--- config.mk ---
export PLATFORM = sky130hd
export DESIGN_NAME = msg_ram_writer
export DESIGN_NICKNAME = d
export VERILOG_FILES = /design/src/rtl/msg_ram_pkg.sv /design/src/rtl/msg_ram_writer.sv
export SDC_FILE = /design/constraint.sdc
export NUM_CORES = 1
export LEC_CHECK = 0
export BUFFER_PORTS_ARGS = -buffer_cell sky130_fd_sc_hd__buf_2
export CORE_MARGIN = 1.5
export CORE_UTILIZATION = 38
export DETAILED_ROUTE_END_ITERATION = 6
export GPL_ROUTABILITY_DRIVEN = 1
export SLEW_MARGIN = 25
export SYNTH_ARGS = -nofsm -noshare
export SYNTH_HDL_FRONTEND = slang
export SYNTH_SLANG_ARGS = --single-unit
--- constraint.sdc ---
create_clock -name clk -period 3.4 [get_ports clk]
set_clock_uncertainty 0.15 [all_clocks]
set_input_delay 1.02 -clock clk [delete_from_list [all_inputs] [get_ports clk]]
set_output_delay 1.02 -clock clk [all_outputs]
set_load 0.01 [all_outputs]
--- src/rtl/msg_ram_pkg.sv ---
`default_nettype none
// ============================================================================
// Module   : msg_ram_pkg
// Purpose  : Shared constants and FSM encoding for the message RAM write path.
//            The same defaults size the RAM instance, so that the writer and
//            the memory always agree on width, depth and address bits.
// Contents : MSG_WIDTH_DEF, MEM_HEIGHT_DEF, ADDR_DEF, wr_state_t
// Revision : 1.0 - initial release
// ============================================================================
package msg_ram_pkg;

  localparam int MSG_WIDTH_DEF  = 16;
  localparam int MEM_HEIGHT_DEF = 32;
  localparam int ADDR_DEF       = 5;

  typedef enum logic [1:0] {
    IDLE = 2'd0,
    FILL = 2'd1,
    DONE = 2'd2
  } wr_state_t;

endpackage : msg_ram_pkg
`default_nettype wire

--- src/rtl/msg_ram_writer.sv ---
`default_nettype none
// ============================================================================
// Module   : msg_ram_writer
// Purpose  : Write-side controller for the message RAM. Accepts messages on a
//            valid/ready stream and writes them to consecutive addresses from
//            0, one word per clock, until s_last or the RAM is full.
// Ports    : clk, rst (async, active-low)
//            start                       - begin a new frame at address 0
//            s_valid/s_data/s_last/s_ready - message stream (s_ready is comb)
//            wr_en/wr_addr/wr_data       - registered RAM write port
//            count                       - words written in current frame
//            frame_done                  - 1-cycle pulse with the last write
//            truncated                   - sticky, frame ended on full RAM
// Revision : 1.0 - initial release
// ============================================================================
module msg_ram_writer
  import msg_ram_pkg::*;
#(
  parameter int MSG_WIDTH  = MSG_WIDTH_DEF,
  parameter int MEM_HEIGHT = MEM_HEIGHT_DEF,
  parameter int ADDR       = ADDR_DEF
) (
  input  logic                 clk,
  input  logic                 rst,
  input  logic                 start,
  input  logic                 s_valid,
  input  logic [MSG_WIDTH-1:0] s_data,
  input  logic                 s_last,
  output logic                 s_ready,
  output logic                 wr_en,
  output logic [ADDR-1:0]      wr_addr,
  output logic [MSG_WIDTH-1:0] wr_data,
  output logic [ADDR:0]        count,
  output logic                 frame_done,
  output logic                 truncated
);

  localparam logic [ADDR:0] C_FULL = (ADDR+1)'(MEM_HEIGHT);
  localparam logic [ADDR:0] C_ONE  = (ADDR+1)'(1);

  wr_state_t     state;
  wr_state_t     state_nxt;
  logic          accept;
  logic [ADDR:0] count_inc;
  logic          hit_full;
  logic          frame_end;

  // The word count doubles as the write pointer: within a frame the next
  // address is always the number of words already written, and the frame
  // ends before the count can pass MEM_HEIGHT, so the pointer never wraps.
  assign accept    = s_valid && s_ready;
  assign count_inc = count + C_ONE;
  assign hit_full  = (count_inc == C_FULL);
  assign frame_end = accept && (s_last || hit_full);

  // --------------------------------------------------------------------------
  // FSM: state register
  // --------------------------------------------------------------------------
  always_ff @(posedge clk or negedge rst) begin
    if (!rst) begin
      state <= IDLE;
    end else begin
      state <= state_nxt;
    end
  end

  // --------------------------------------------------------------------------
  // FSM: next-state logic. start restarts the frame from any state.
  // --------------------------------------------------------------------------
  always_comb begin
    state_nxt = state;
    if (start) begin
      state_nxt = FILL;
    end else begin
      case (state)
        FILL:    if (frame_end) state_nxt = DONE;
        default: state_nxt = state;
      endcase
    end
  end

  // --------------------------------------------------------------------------
  // FSM: outputs. start masks ready so a coincident beat is not taken.
  // --------------------------------------------------------------------------
  always_comb begin
    s_ready = (state == FILL) && !start;
  end

  // --------------------------------------------------------------------------
  // Write port, count and status registers
  // --------------------------------------------------------------------------
  always_ff @(posedge clk or negedge rst) begin
    if (!rst) begin
      wr_en      <= 1'b0;
      wr_addr    <= '0;
      wr_data    <= '0;
      count      <= '0;
      frame_done <= 1'b0;
      truncated  <= 1'b0;
    end else begin
      wr_en      <= accept;
      frame_done <= frame_end;
      if (start) begin
        count     <= '0;
        truncated <= 1'b0;
      end else if (accept) begin
        wr_addr <= count[ADDR-1:0];
        wr_data <= s_data;
        count   <= count_inc;
        if (hit_full && !s_last) begin
          truncated <= 1'b1;
        end
      end
    end
  end

endmodule : msg_ram_writer
`default_nettype wire

==> results of run 1 <==
==> registers in the layout, summed over array words and instances, names as in the netlist <==
| signal | count |
|---|---|
| count | 6 |
| frame_done | 1 |
| state | 2 |
| truncated | 1 |
| wr_addr | 5 |
| wr_data | 16 |
| wr_en | 1 |
==> cell families (layout without fill, tap and decap cells) <==
kind of cell | Yosys count | count (layout) | synth area share, %
buffers and inverters | 5 | 60 | 3.60
xor gates and xnor gates | 2 | 2 | 1.26
and+or+nand+nor | 21 | 21 | 9.98
AOI/OAI and AO/OA | 12 | 12 | 5.85
adders and majority gates | 1 | 1 | 0.899
DFF | 32 | 32 | 57.6
muxes | 23 | 23 | 20.9
==> power groups by stage <==
stage	registers, mW	clock network [mW]	logic, mW
after detailed placement	0.466	0	0.187
final	0.458	0.236	0.183
after CTS	0.459	0.246	0.188
after floorplan	0.489	0	0.0862
after global placement	0.462	0	0.184
after global routing	0.465	0.264	0.201
==> area by class of cell <==
type / count / area share [%]
multi-input cells: 59 / 31.2
flip-flops and latches: 32 / 46.2
well taps: 46 / 3.32
inverters: 2 / 0.866
clock buffers: 7 / 3.75
repair buffers: 51 / 14.7
==> Yosys cell counts, drive strengths merged (2+ instances only) <==
master | number | share of area [%]
dfrtp | 32 | 58
nand2 | 3 | 0.81
nand4b | 2 | 1.3
xor2 | 2 | 1.3
nor2 | 4 | 1.1
or4 | 2 | 1.1
nor3b | 2 | 1.1
mux2 | 21 | 19
inv | 2 | 1.1
mux2i | 2 | 1.4
a21oi | 4 | 1.4
or3 | 2 | 0.90
o21ai | 2 | 0.72
buf | 2 | 2.2
==> worst max-delay path, delay by kind of cell <==
family / cells / cell delay (ns)
buffers and inverters: 2 / 0.32
AND/OR/NAND/NOR: 1 / 0.20
==> per-layer routing <==
layer	routed length (um)	up-vias
met2	1280	37
met3	177	2
met5	0	-
li1	-	465
met4	15	0
met1	1170	477
==> final timing paths <==
path / start / end / slack, ns / depth (start not counted)
worst min register to register: wr_data[0] / wr_data[0] / 0.36 / 1
worst min-delay path: wr_data[0] / wr_data[0] / 0.36 / 1
max in group asynchronous: rst / wr_data[10] / 2.07 / 1
min in group asynchronous: rst / count[4] / 0.59 / 1
worst max-delay path: start / s_ready / 0.69 / 3
worst max register to register: count[0] / state[0] / 1.49 / 4
==> summary.txt, run 1 <==
Synth
  – Post-Syn Nets: about 120
  – Distinct cell type count after synthesis: 31
  – Ys Warns: 0
  – Sequential area share after synthesis: 57.6%
  – Syn Inst Count: 96
  – Synth Flop Type: dfrtp_1
  – EDFF count, synth: 0
  – Mapped Avg Cell Area: between 10 and 15 sq um
  – Yosys reg bits: 32
  – Asr flop ratio synth: between 90% and 100%
  – Mapped cell area: about 1400 sq um

GRT
  – Vias in the first global route: around 1000
  – Grt met3 use: roughly 5.7%
  – Largest net degree at the start of global routing: 33
  – GR Util All Layers: approximately 15%
  – Grt ovf: 0
  – Gr busiest metal: met2
  – M2 GR Usage: 24.5%
  – Met1 Use GR: between 10% and 20%
  – First-pass GRT wire length: 4.49 mm
  – Initial antenna violation count: 0

Layout
  – Final net count: between 150 and 200
  – Layout area overhead: 24.6%
  – Seq. cell area: roughly 800 sq um
  – Fin area: 1730 sq um
  – Multi-input gate area: roughly 540 sq um
  – Fillers: about 330
  – Share of cells above drive strength 1: 55.0%
  – Antenna Cells: 0
  – Final Core Density: between 50 and 60%
  – Final cell count without fillers: between 150 and 200
  – Commonest non-fill, non-tap cell in the layout: buf_2
  – Commonest non-fill, non-tap cells in the layout: buf_2, dfrtp_1, mux2_2

Clock tree
  – Clk buf depth: 2
  – # Post-CTS Setup Buffers: 0
  – H-Tree Depth: 2
  – Worst skew pair latency: around 0.32 ns
  – CTS resizes: 0
  – Hold_buf cts: 0
  – Clock-pin slew on the worst setup and hold paths: about 0.09 ns
  – CTS tree: yes
  – Clk sinks: 32
  – Root Driver: clkbuf_4
  – TritonCTS buffer count: 5

Route
  – Vias per cell: 4.98
  – Antenna viol nets, final: 0
  – Via count: between 900 and 1000
  – Drt wl/cell: roughly 13 um
  – Post-Route WL: between 2 and 3 mm
  – 1st-iter DRT viols: 18
  – DR DRC count: 0
  – Pre-Repair DR Iteration Count: 4

Timing
  – Final Max Tran Viols: 0
  – Post-route minimum period: approximately 2.7 ns
  – Final hold violations: 0
  – Final setup viols: 0
  – Period utilisation layout: about 80%
  – Relative slew slack: ~53%
  – FMAX: 369 MHz
  – RSZ-0062 raised after global routing: no
  – Final Worst Setup Slack: slightly below 0.7 ns
  – Setup TNS: 0 ns
  – Hold slack final: ~0.36 ns
  – Worst slew pin tran: about 0.7 ns

Place
  – GP Congestion: 0.755
  – Placed cell count: 190
  – Dpl ws: 0.693 ns
  – HPWL after DPL: 1.91 mm
  – Placed instance area: between 1500 and 2000 sq um
  – PortBufs: 51

Power
  – Pwr Density: slightly above 500 nW/um^2
  – Static leakage: roughly 0.89 nW
  – Part of the power in the clock network: a little over a quarter
  – Power, Total: about 0.9 mW
  – Net Sw Power: between 0.2 and 0.25 mW
  – Worst VDD drop: about 0.00022 V
  – Seq pwr share: ~52%
  – Comb pwr share: 20.9%
  – Switching share of power: about a quarter
  – Int Power: approximately 0.65 mW

Job
  – Maxcap violations: 0

Floorplanning
  – Initial core utilization: roughly 41%
  – Die height: 63.5 um
  – Total core area: 3420 sq um
  – I/O Pins: between 50 and 60
  – Die area: roughly 4000 sq um
  – Die width: 63.5 um
  – Rows: 21

Setup path
  – Kind of start point of the critical path: input port
  – Data arrival, critical path: between 1.5 and 2 ns
  – Critical path endpoint category: output port
  – Kind of critical path: in -> out
  – Critical Path RT: roughly 2.2 ns
  – Max incr delay on CP: 0.20 ns
  – Cell repeated most along the worst path: buf_2
  – CP Cell Sequence: buf_2 -> nor3b_1 -> buf_2
  – Crit-path slowest cell: nor3b_1
  – Crit Path Max Fanout: 11

Worst hold path
  – Hold crit path type: reg -> reg

Status
  – Status: completed
(Power assumes the default switching activity.)
==> run 2: changes to the inputs <==
clock period = 2.8 ns   (was 3.4 ns; I/O delays follow)
==> summary.txt, run 2 (same netlist as run 1, synthesis figures left out) <==
Layout
  – Antenna Cells: 0 (unchanged)
  – Largest register FFs: 16 (unchanged)
  – Largest reg by FF count: wr_data
  – Final net count: 173 (unchanged)
  – Layout area overhead: 24.6% (unchanged)
  – Share of cells above drive strength 1: 55.0% (unchanged)
  – Commonest non-fill, non-tap cell in the layout: buf_2
  – Biggest registers after layout: wr_data (16), count (6), wr_addr (5)
  – Commonest non-fill, non-tap cells in the layout: buf_2, dfrtp_1, mux2_2

Timing
  – Final Max Tran Viols: 0 (unchanged)
  – Setup TNS: 0 ns (unchanged)
  – RSZ-0062 raised after global routing: no
  – Post-route minimum period: 2.35 ns
  – Final Worst Setup Slack: 0.454 ns (-0.236 ns)
  – Final setup viols: 0 (unchanged)
  – FMAX: between 400 and 500 MHz
  – Period utilisation layout: 83.8%
  – Final hold violations: 0 (unchanged)
  – Worst slew pin tran: 0.688 ns (-0.0110 ns)
  – Relative slew slack: 54.1% (+0.74 points)

Floorplanning
  – Die width: 63.5 um (unchanged)
  – Die height: 63.5 um (unchanged)
  – Initial core utilization: 40.7% (unchanged)
  – Die area: 4030 sq um (unchanged)
  – Rows: 21 (unchanged)
  – I/O Pins: 52 (unchanged)
  – Total core area: 3420 sq um (unchanged)

Setup path
  – Critical Path RT: 1.81 ns (-0.42 ns)
  – Critical path endpoint category: output port
  – Crit Path Max Fanout: 11 (unchanged)
  – Kind of start point of the critical path: input port
  – Data arrival, critical path: 1.36 ns (-0.18 ns)
  – Kind of critical path: in -> out

GRT
  – First-pass GRT wire length: 4.62 mm (+2.8%)
  – GR Util All Layers: 15.1% (+0.36 points)
  – Largest net degree at the start of global routing: 33 (unchanged)
  – Vias in the first global route: 935 (-6.6%)
  – Grt ovf: 0 (unchanged)
  – Initial antenna violation count: 0 (unchanged)

Route
  – Pre-Repair DR Iteration Count: 3 (-1)
  – Drt wl/cell: 13.8 um (+2.9%)
  – Vias per cell: 4.88 (-1.9%)
  – Antenna viol nets, final: 0 (unchanged)
  – DR DRC count: 0 (unchanged)
  – Post-Route WL: 2.71 mm (+2.9%)
  – Via count: 962 (-1.9%)
  – 1st-iter DRT viols: 18 (unchanged)

Clock tree
  – Root Driver: clkbuf_4
  – CTS resizes: 0 (unchanged)
  – Clk buf depth: 2 (unchanged)
  – CTS tree: yes
  – Hold_buf cts: 0 (unchanged)
  – Clock-pin slew on the worst setup and hold paths: 0.09 ns (about the same)
  – H-Tree Depth: 2 (unchanged)
  – # Post-CTS Setup Buffers: 0 (unchanged)
  – Worst skew pair latency: 0.32 ns (about the same)
  – Clk sinks: 32 (unchanged)
  – TritonCTS buffer count: 5 (unchanged)

Worst hold path
  – Hold crit path type: reg -> reg

Place
  – GP Congestion: 0.732 (-3.0%)
  – HPWL after DPL: 1.95 mm (+1.7%)
  – Dpl ws: 0.406 ns (-0.287 ns)
  – PortBufs: 51 (unchanged)

Job
  – Maxcap violations: 0 (unchanged)

Power
  – Static leakage: 0.885 nW (unchanged)
  – Pwr Density: 616 nW/um^2 (+22%)
  – Worst VDD drop: 0.000321 V (+48%)

Status
  – Status: completed
run 2: power by group:
part	internal (mW)	switching [mW]
registers	0.522	0.0348
logic	0.123	0.102
clock network	0.142	0.143
total	0.787	0.280
run 2: layout make-up:
cell class / count / area, sq um
clock buffer: 7 / 65.1
tap: 46 / 57.6
inverter: 2 / 15.0
timing repair buffer: 51 / 255
multi-input combinational: 59 / 541
sequential: 32 / 801
fill: 315 / 1680
run 2: final timing paths:
kind | startpoint | slack [ns] | to | cells after the start
worst min register to register | wr_addr[3] | 0.36 | wr_addr[3] | 1
worst min-delay path | wr_addr[3] | 0.36 | wr_addr[3] | 1
max in group asynchronous | rst | 1.66 | count[0] | 1
worst max register to register | state[1] | 0.89 | wr_data[1] | 4
min in group asynchronous | rst | 0.39 | wr_data[9] | 1
worst max-delay path | start | 0.45 | s_ready | 3
run 2: per-stage QoR:
stage          util [%]  instances  total power [mW]  area [sq um]  hold slack [ns]
6_report           50.8        197              1.07          1730            0.356
5_1_grt            50.8        197              1.13          1730            0.380
4_1_cts            50.8        197              1.09          1730            0.363
3_5_place_dp       48.9        190             0.794          1670            0.340
3_3_place_gp       48.9        190             0.786          1670            0.335
2_1_floorplan         -         96             0.699          1390            0.366
run 2: per-layer routing:
metal  global-route usage (%)  wire [um]  part of all wire [%]
met5                        0          0                     0
met1                     20.0       1220                    45
met2                     21.8       1230                    45
met4                     7.34         53                   2.0
met3                     5.36        202                   7.5
run 2: worst max-delay path, stage by stage:
cell	delay (ns)
buf_2	0.16
nor3b_1	0.20
buf_2	0.15
